### src/rtl/uart_pkg.sv
// Shared UART definitions: frame width, line-state encoding and bit-period derivation.
package uart_pkg;

  localparam int unsigned DATA_BITS = 8;

  typedef enum logic [1:0] {
    ST_IDLE  = 2'd0,
    ST_START = 2'd1,
    ST_DATA  = 2'd2,
    ST_STOP  = 2'd3
  } uart_state_e;

  // Clock cycles per line bit, truncated toward zero.
  function automatic int unsigned clks_per_bit(input int unsigned clk_hz,
                                               input int unsigned baud);
    return clk_hz / baud;
  endfunction

endpackage

### src/rtl/uart_fifo.sv
// Synchronous byte FIFO with registered status flags and a sticky drop flag.
module uart_fifo #(
  parameter int unsigned DEPTH = 16,
  parameter int unsigned WIDTH = 8
) (
  input  logic                   clk,
  input  logic                   rst,
  input  logic [WIDTH-1:0]       wr_data,
  input  logic                   wr_en,
  input  logic                   rd_en,
  output logic [WIDTH-1:0]       head_c,
  output logic                   full,
  output logic                   empty,
  output logic [$clog2(DEPTH):0] count,
  output logic                   overflow
);

  localparam int unsigned AW = $clog2(DEPTH);
  localparam int unsigned CW = AW + 1;

  logic [WIDTH-1:0] mem_q [DEPTH];
  logic [AW-1:0]    wr_ptr_q, wr_ptr_d;
  logic [AW-1:0]    rd_ptr_q, rd_ptr_d;
  logic [CW-1:0]    count_q, count_d;
  logic             full_q, full_d;
  logic             empty_q, empty_d;
  logic             overflow_q, overflow_d;
  logic             push;
  logic             pop;

  // Accept/drop decisions use the registered flags, so a pop never frees room for a same-edge push.
  always_comb begin
    push       = wr_en && !full_q;
    pop        = rd_en && !empty_q;
    wr_ptr_d   = wr_ptr_q;
    rd_ptr_d   = rd_ptr_q;
    count_d    = count_q;
    overflow_d = overflow_q | (wr_en & full_q);
    if (push) wr_ptr_d = wr_ptr_q + AW'(1);
    if (pop)  rd_ptr_d = rd_ptr_q + AW'(1);
    case ({push, pop})
      2'b10:   count_d = count_q + CW'(1);
      2'b01:   count_d = count_q - CW'(1);
      default: count_d = count_q;
    endcase
    full_d  = (count_d == CW'(DEPTH));
    empty_d = (count_d == '0);
  end

  // Pointer, occupancy and flag registers.
  always_ff @(posedge clk) begin
    if (rst) begin
      wr_ptr_q   <= '0;
      rd_ptr_q   <= '0;
      count_q    <= '0;
      full_q     <= 1'b0;
      empty_q    <= 1'b1;
      overflow_q <= 1'b0;
    end else begin
      wr_ptr_q   <= wr_ptr_d;
      rd_ptr_q   <= rd_ptr_d;
      count_q    <= count_d;
      full_q     <= full_d;
      empty_q    <= empty_d;
      overflow_q <= overflow_d;
    end
  end

  // Storage array; contents are only observed once written, so it carries no reset.
  always_ff @(posedge clk) begin
    if (push) mem_q[wr_ptr_q] <= wr_data;
  end

  assign head_c   = mem_q[rd_ptr_q];
  assign full     = full_q;
  assign empty    = empty_q;
  assign count    = count_q;
  assign overflow = overflow_q;

endmodule

### src/rtl/uart_tx_buf.sv
// Buffered UART transmitter: FIFO front end feeding an 8N1 serialiser.
module uart_tx_buf
  import uart_pkg::*;
#(
  parameter int unsigned CLK_HZ = 50000000,
  parameter int unsigned BAUD   = 115200,
  parameter int unsigned DEPTH  = 16
) (
  input  logic                   clk,
  input  logic                   rst,
  input  logic [DATA_BITS-1:0]   data_in,
  input  logic                   wr_en,
  output logic                   tx,
  output logic                   full,
  output logic                   empty,
  output logic [$clog2(DEPTH):0] count,
  output logic                   busy,
  output logic                   overflow
);

  localparam int unsigned CLKS_PER_BIT = clks_per_bit(CLK_HZ, BAUD);
  localparam int unsigned TW           = (CLKS_PER_BIT > 1) ? $clog2(CLKS_PER_BIT) : 1;
  localparam int unsigned BW           = $clog2(DATA_BITS);

  uart_state_e            state_q, state_d;
  logic [TW-1:0]          timer_q, timer_d;
  logic [BW-1:0]          bit_idx_q, bit_idx_d;
  logic [DATA_BITS-1:0]   shift_q, shift_d;
  logic                   tx_q, tx_d;
  logic                   busy_q, busy_d;
  logic                   pop_c;
  logic                   bit_end_c;
  logic [DATA_BITS-1:0]   fifo_head_c;
  logic                   fifo_empty;

  uart_fifo #(
    .DEPTH (DEPTH),
    .WIDTH (DATA_BITS)
  ) u_fifo (
    .clk      (clk),
    .rst      (rst),
    .wr_data  (data_in),
    .wr_en    (wr_en),
    .rd_en    (pop_c),
    .head_c   (fifo_head_c),
    .full     (full),
    .empty    (fifo_empty),
    .count    (count),
    .overflow (overflow)
  );

  // Next-state logic: pop in IDLE, then time out start, eight data bits and stop.
  always_comb begin
    state_d   = state_q;
    timer_d   = timer_q;
    bit_idx_d = bit_idx_q;
    shift_d   = shift_q;
    pop_c     = 1'b0;
    bit_end_c = (timer_q == TW'(CLKS_PER_BIT - 1));
    case (state_q)
      ST_IDLE: begin
        if (!fifo_empty) begin
          pop_c   = 1'b1;
          shift_d = fifo_head_c;
          timer_d = '0;
          state_d = ST_START;
        end
      end
      ST_START: begin
        if (bit_end_c) begin
          timer_d   = '0;
          bit_idx_d = '0;
          state_d   = ST_DATA;
        end else begin
          timer_d = timer_q + TW'(1);
        end
      end
      ST_DATA: begin
        if (bit_end_c) begin
          timer_d = '0;
          shift_d = shift_q >> 1;
          if (bit_idx_q == BW'(DATA_BITS - 1)) begin
            state_d = ST_STOP;
          end else begin
            bit_idx_d = bit_idx_q + BW'(1);
          end
        end else begin
          timer_d = timer_q + TW'(1);
        end
      end
      ST_STOP: begin
        if (bit_end_c) begin
          timer_d = '0;
          state_d = ST_IDLE;
        end else begin
          timer_d = timer_q + TW'(1);
        end
      end
      default: state_d = ST_IDLE;
    endcase
  end

  // Line level follows the current state one cycle later, keeping tx glitch-free.
  always_comb begin
    tx_d   = 1'b1;
    busy_d = (state_d != ST_IDLE);
    case (state_q)
      ST_START: tx_d = 1'b0;
      ST_DATA:  tx_d = shift_q[0];
      default:  tx_d = 1'b1;
    endcase
  end

  // Serialiser registers; reset aborts any frame and parks the line high.
  always_ff @(posedge clk) begin
    if (rst) begin
      state_q   <= ST_IDLE;
      timer_q   <= '0;
      bit_idx_q <= '0;
      shift_q   <= '0;
      tx_q      <= 1'b1;
      busy_q    <= 1'b0;
    end else begin
      state_q   <= state_d;
      timer_q   <= timer_d;
      bit_idx_q <= bit_idx_d;
      shift_q   <= shift_d;
      tx_q      <= tx_d;
      busy_q    <= busy_d;
    end
  end

  assign tx    = tx_q;
  assign busy  = busy_q;
  assign empty = fifo_empty;

endmodule

### config.mk
export PLATFORM = sky130hd
export DESIGN_NAME = uart_tx_buf
export DESIGN_NICKNAME = d
export VERILOG_FILES = /design/src/rtl/uart_pkg.sv /design/src/rtl/uart_fifo.sv /design/src/rtl/uart_tx_buf.sv
export SDC_FILE = /design/constraint.sdc
export NUM_CORES = 1
export LEC_CHECK = 0
export BUFFER_PORTS_ARGS = -buffer_cell sky130_fd_sc_hd__buf_4
export CORE_MARGIN = 3
export CORE_UTILIZATION = 45
export CTS_CLUSTER_SIZE = 16
export DETAILED_ROUTE_END_ITERATION = 16
export SETUP_SLACK_MARGIN = 0.4
export SKIP_CTS_REPAIR_TIMING = 1
export SLEW_MARGIN = 20
export SYNTH_ARGS = -nofsm -noshare
export SYNTH_HDL_FRONTEND = slang
export SYNTH_SLANG_ARGS = --single-unit
### constraint.sdc
create_clock -name clk -period 2.66 [get_ports clk]
set_clock_uncertainty 0.1 [all_clocks]
set_input_delay 0.399 -clock clk [delete_from_list [all_inputs] [get_ports clk]]
set_output_delay 0.399 -clock clk [all_outputs]
set_load 0.005 [all_outputs]
==> impl_summary.txt <==
----------------------------------------------------
[Setup path]
  Element type at the critical path start ... flip-flop
  Worst R2R Path Depth ... 10
  Data required, critical path ... 2.88 ns
  Critical Path End Type ... flip-flop
  FF-to-FF End ... u_fifo.full$_SDFF_PP0_
  Reg-to-reg slack, setup ... 0.26 ns
  Crit Path Max Fanout ... 5
  WS Path Type ... flip-flop to flip-flop
  Critical R2R Launch ... state_q[0]$_SDFF_PP0_
  Critical path data arrival time ... 2.62 ns

[Logic synthesis]
  Average footprint of a synthesized cell ... 15.0 um^2
  Most instantiated flip-flop cell in the synthesis netlist ... sky130_fd_sc_hd__edfxtp_1
  Fraction of registers with async set/reset ... 0%
  Net count after synthesis ... 494
  Count of unique library cells instantiated by Yosys ... 52
  Synthesis-stage register bit count ... 172
  Sequential element share of the synthesized area ... 66.7%
  Netlist area before placement ... 7090 um^2
  Mapped Cells ... 472
  Largest area contributor in the netlist ... sky130_fd_sc_hd__edfxtp_1
  Number of warnings reported in the yosys synthesis log ... 0
  Count of flip-flops with a built-in enable after synthesis ... 128
  Largest cells by area after synthesis ... sky130_fd_sc_hd__edfxtp_1, sky130_fd_sc_hd__dfxtp_1, sky130_fd_sc_hd__mux4_2
  Area share of the leading cell type in the synthesized netlist ... 54.2%

[Floorplanning]
  Area of the core ... 15300 um^2
  Y dimension of the die ... 131 um
  Number of rows in the core area ... 45
  Initial core utilization ... 46.3%
  Total I/O pin count ... 21
  Area enclosed by the die boundary ... 17300 um^2
  Die Wd ... 131 um

[Global route]
  Global-route wire length before repair ... 22.2 mm
  Global-route track usage on met2 ... 29.0%
  Number of antenna violations at the first check in global routing ... 0
  Via count of the first global-routing pass ... 4052
  Largest net degree at the start of global routing ... 46
  Global route overflow ... 0
  Met1 usage ... 21.0%
  Overall Global Routing Usage ... 17.1%
  Busiest grt layer ... met2
  Met3 GRT Util ... 4.82%

[Drt]
  Total Routed Length ... 14.0 mm
  Avg WL per Cell ... 18.9 um
  DRC errors left ... 0
  Post-detailed-route via-to-cell ratio ... 5.48
  Violation count after the first detailed-route iteration ... 228
  Via Count ... 4044
  Number of antenna-violating nets in the routed design ... 0
  First-pass iteration count of the detailed router ... 5

[Timing]
  Upper clock frequency limit ... 416 MHz
  Final setup fails ... 0
  Setup repair after global routing missed its margin ... yes
  Hold_ws ... 0.109 ns
  Tmin final ... 2.40 ns
  Setup tns final ... 0 ns
  Slew at the pin with the worst max-slew slack ... 0.651 ns
  Final critical-path share of the clock period ... 90.3%
  Max-Slew Margin vs Limit ... 56.5%
  Hold Vio Cnt, Final ... 0
  Final Max Slew Viols ... 0

[Clocking]
  Clock net sink count ... 172
  CTS tree ... built
  Source-to-sink clock delay at the later pin of the worst-skew pair ... 0.43 ns
  Maximum clock path buffer count ... 2
  Clock tree root driver cell ... sky130_fd_sc_hd__clkbuf_16
  Maximum level of the CTS H-tree ... 4
  Number of buffers created by CTS ... 17
  Worst-path clk slew ... 0.07 ns

[Worst hold path]
  Type of the tightest min-delay check ... input pin to flip-flop
  Hold Path Stages ... 3
  Hold Path Sink ... u_fifo.overflow$_SDFF_PP0_
  Startpoint of the worst hold path ... wr_en

[Finish]
  Share of final-layout standard cells stronger than drive strength 1 ... 25.2%
  Filler Cell Count ... 1266
  Storage element area ... 4730 um^2
  Commonest non-fill, non-tap cells in the layout ... sky130_fd_sc_hd__edfxtp_1, sky130_fd_sc_hd__nor2_1, sky130_fd_sc_hd__buf_4
  Layout area overhead ... 16.5%
  Fin area ... 8260 um^2
  Most common cell after layout, fill and taps aside ... sky130_fd_sc_hd__edfxtp_1
  Area of the multi-input gates ... 2240 um^2
  Count of antenna diodes in the layout ... 0
  Fin nets ... 537

[Power]
  VDD IR-drop max ... 0.712 mV
  Leakage power figure ... 2.78 nW
  Cell Pwr Density ... 912 nW/um^2
  Tot Pwr ... 7.53 mW

[Run status]
  Status ... completed

[Place]
  Routability-driven placement congestion ratio ... 0.850
  Detailed placer's ending HPWL ... 8.90 mm
  Buffers added on ports ... 20
  Placed cell areas ... 7620 um^2

[Run]
  Number of max-capacitance violations reported ... 0

----------------------------------------------------
-- final cells by class --
class	instances	share of cell area, %
clock buffers	17	5.15
clock inverters	14	1.91
multi-input cells	267	27.2
inverters	6	0.333
repair buffers	51	4.94
flip-flops and latches	172	57.3
well taps	211	3.20
-- cells in the mapped netlist, drive strengths merged (4+ instances only) --
master / number
buf: 13
o21ai: 6
nor2b: 6
nand2: 21
nor3b: 7
a21oi: 21
nand2b: 4
inv: 6
a31oi: 4
nor2: 57
xor2: 6
clkbuf: 14
a311oi: 6
edfxtp: 128
dfxtp: 44
nand3: 7
ha: 11
a22oi: 15
a211oi: 10
nor3: 15
mux4: 33
-- metrics by stage --
stage / utilization (%) / setup slack, ns / std cells
4_1_cts: 53.6 / 0.0956 / 736
5_1_grt: 53.9 / 0.138 / 738
3_3_place_gp: 49.8 / 0.203 / 705
2_1_floorplan: - / 0.0313 / 472
3_5_place_dp: 49.8 / 0.149 / 705
6_report: 53.9 / 0.259 / 738
-- critical path, cell delays in order, from the launching register on --
cell                       delay [ns]
sky130_fd_sc_hd__dfxtp_2         0.32
sky130_fd_sc_hd__or3_4           0.41
sky130_fd_sc_hd__inv_6           0.09
sky130_fd_sc_hd__nand2_4         0.05
sky130_fd_sc_hd__xnor2_2         0.12
sky130_fd_sc_hd__ha_2            0.23
sky130_fd_sc_hd__nand4b_1        0.11
sky130_fd_sc_hd__o221a_1         0.16
sky130_fd_sc_hd__a311oi_2        0.24
sky130_fd_sc_hd__mux2_4          0.34
sky130_fd_sc_hd__o311a_1         0.12
-- report_power, final --
group	total [mW]	switching [mW]	leakage, nW	internal [mW]
combinational	1.88	0.927	0.979	0.949
sequential	3.23	0.167	1.52	3.06
clock	2.43	1.10	0.280	1.33
-- layer usage --
metal,vias to the layer above,part of all wire [%]
met4,0,1.8
li1,1915,-
met1,2019,42
met2,93,52
met5,-,0
met3,17,4.6
-- worst max path at each step --
stage,from,endpoint,slack [ns],cells after the start
finish,state_q[0]$_SDFF_PP0_,u_fifo.full$_SDFF_PP0_,0.26,10
global route,state_q[0]$_SDFF_PP0_,u_fifo.empty$_SDFF_PP1_,0.14,10
CTS,u_fifo.empty$_SDFF_PP1_,u_fifo.empty$_SDFF_PP1_,0.1,10
detailed placement,u_fifo.empty$_SDFF_PP1_,u_fifo.full$_SDFF_PP0_,0.15,10
global placement,u_fifo.empty$_SDFF_PP1_,u_fifo.empty$_SDFF_PP1_,0.20,10
floorplan,state_q[1]$_SDFF_PP0_,u_fifo.full$_SDFF_PP0_,0.03,13
-- flip-flops by register name, indices dropped and copies added, names as in the netlist, 2 cells and up, named ones only --
signal	flops
u_fifo.wr_ptr_q	4
u_fifo.mem_q	128
u_fifo.count	5
timer_q	9
u_fifo.rd_ptr_q	4
state_q	2
shift_q	8
bit_idx_q	3
-- kinds of logic after synthesis --
family	Yosys count	synth area share, %
compound gates	74	7.50
xor+xnor	9	1.11
fa+ha+maj	11	1.94
buf+inv	33	2.19
flops	172	66.7
mux	37	11.1
simple gates	136	9.45
(Power assumes the default switching activity.)
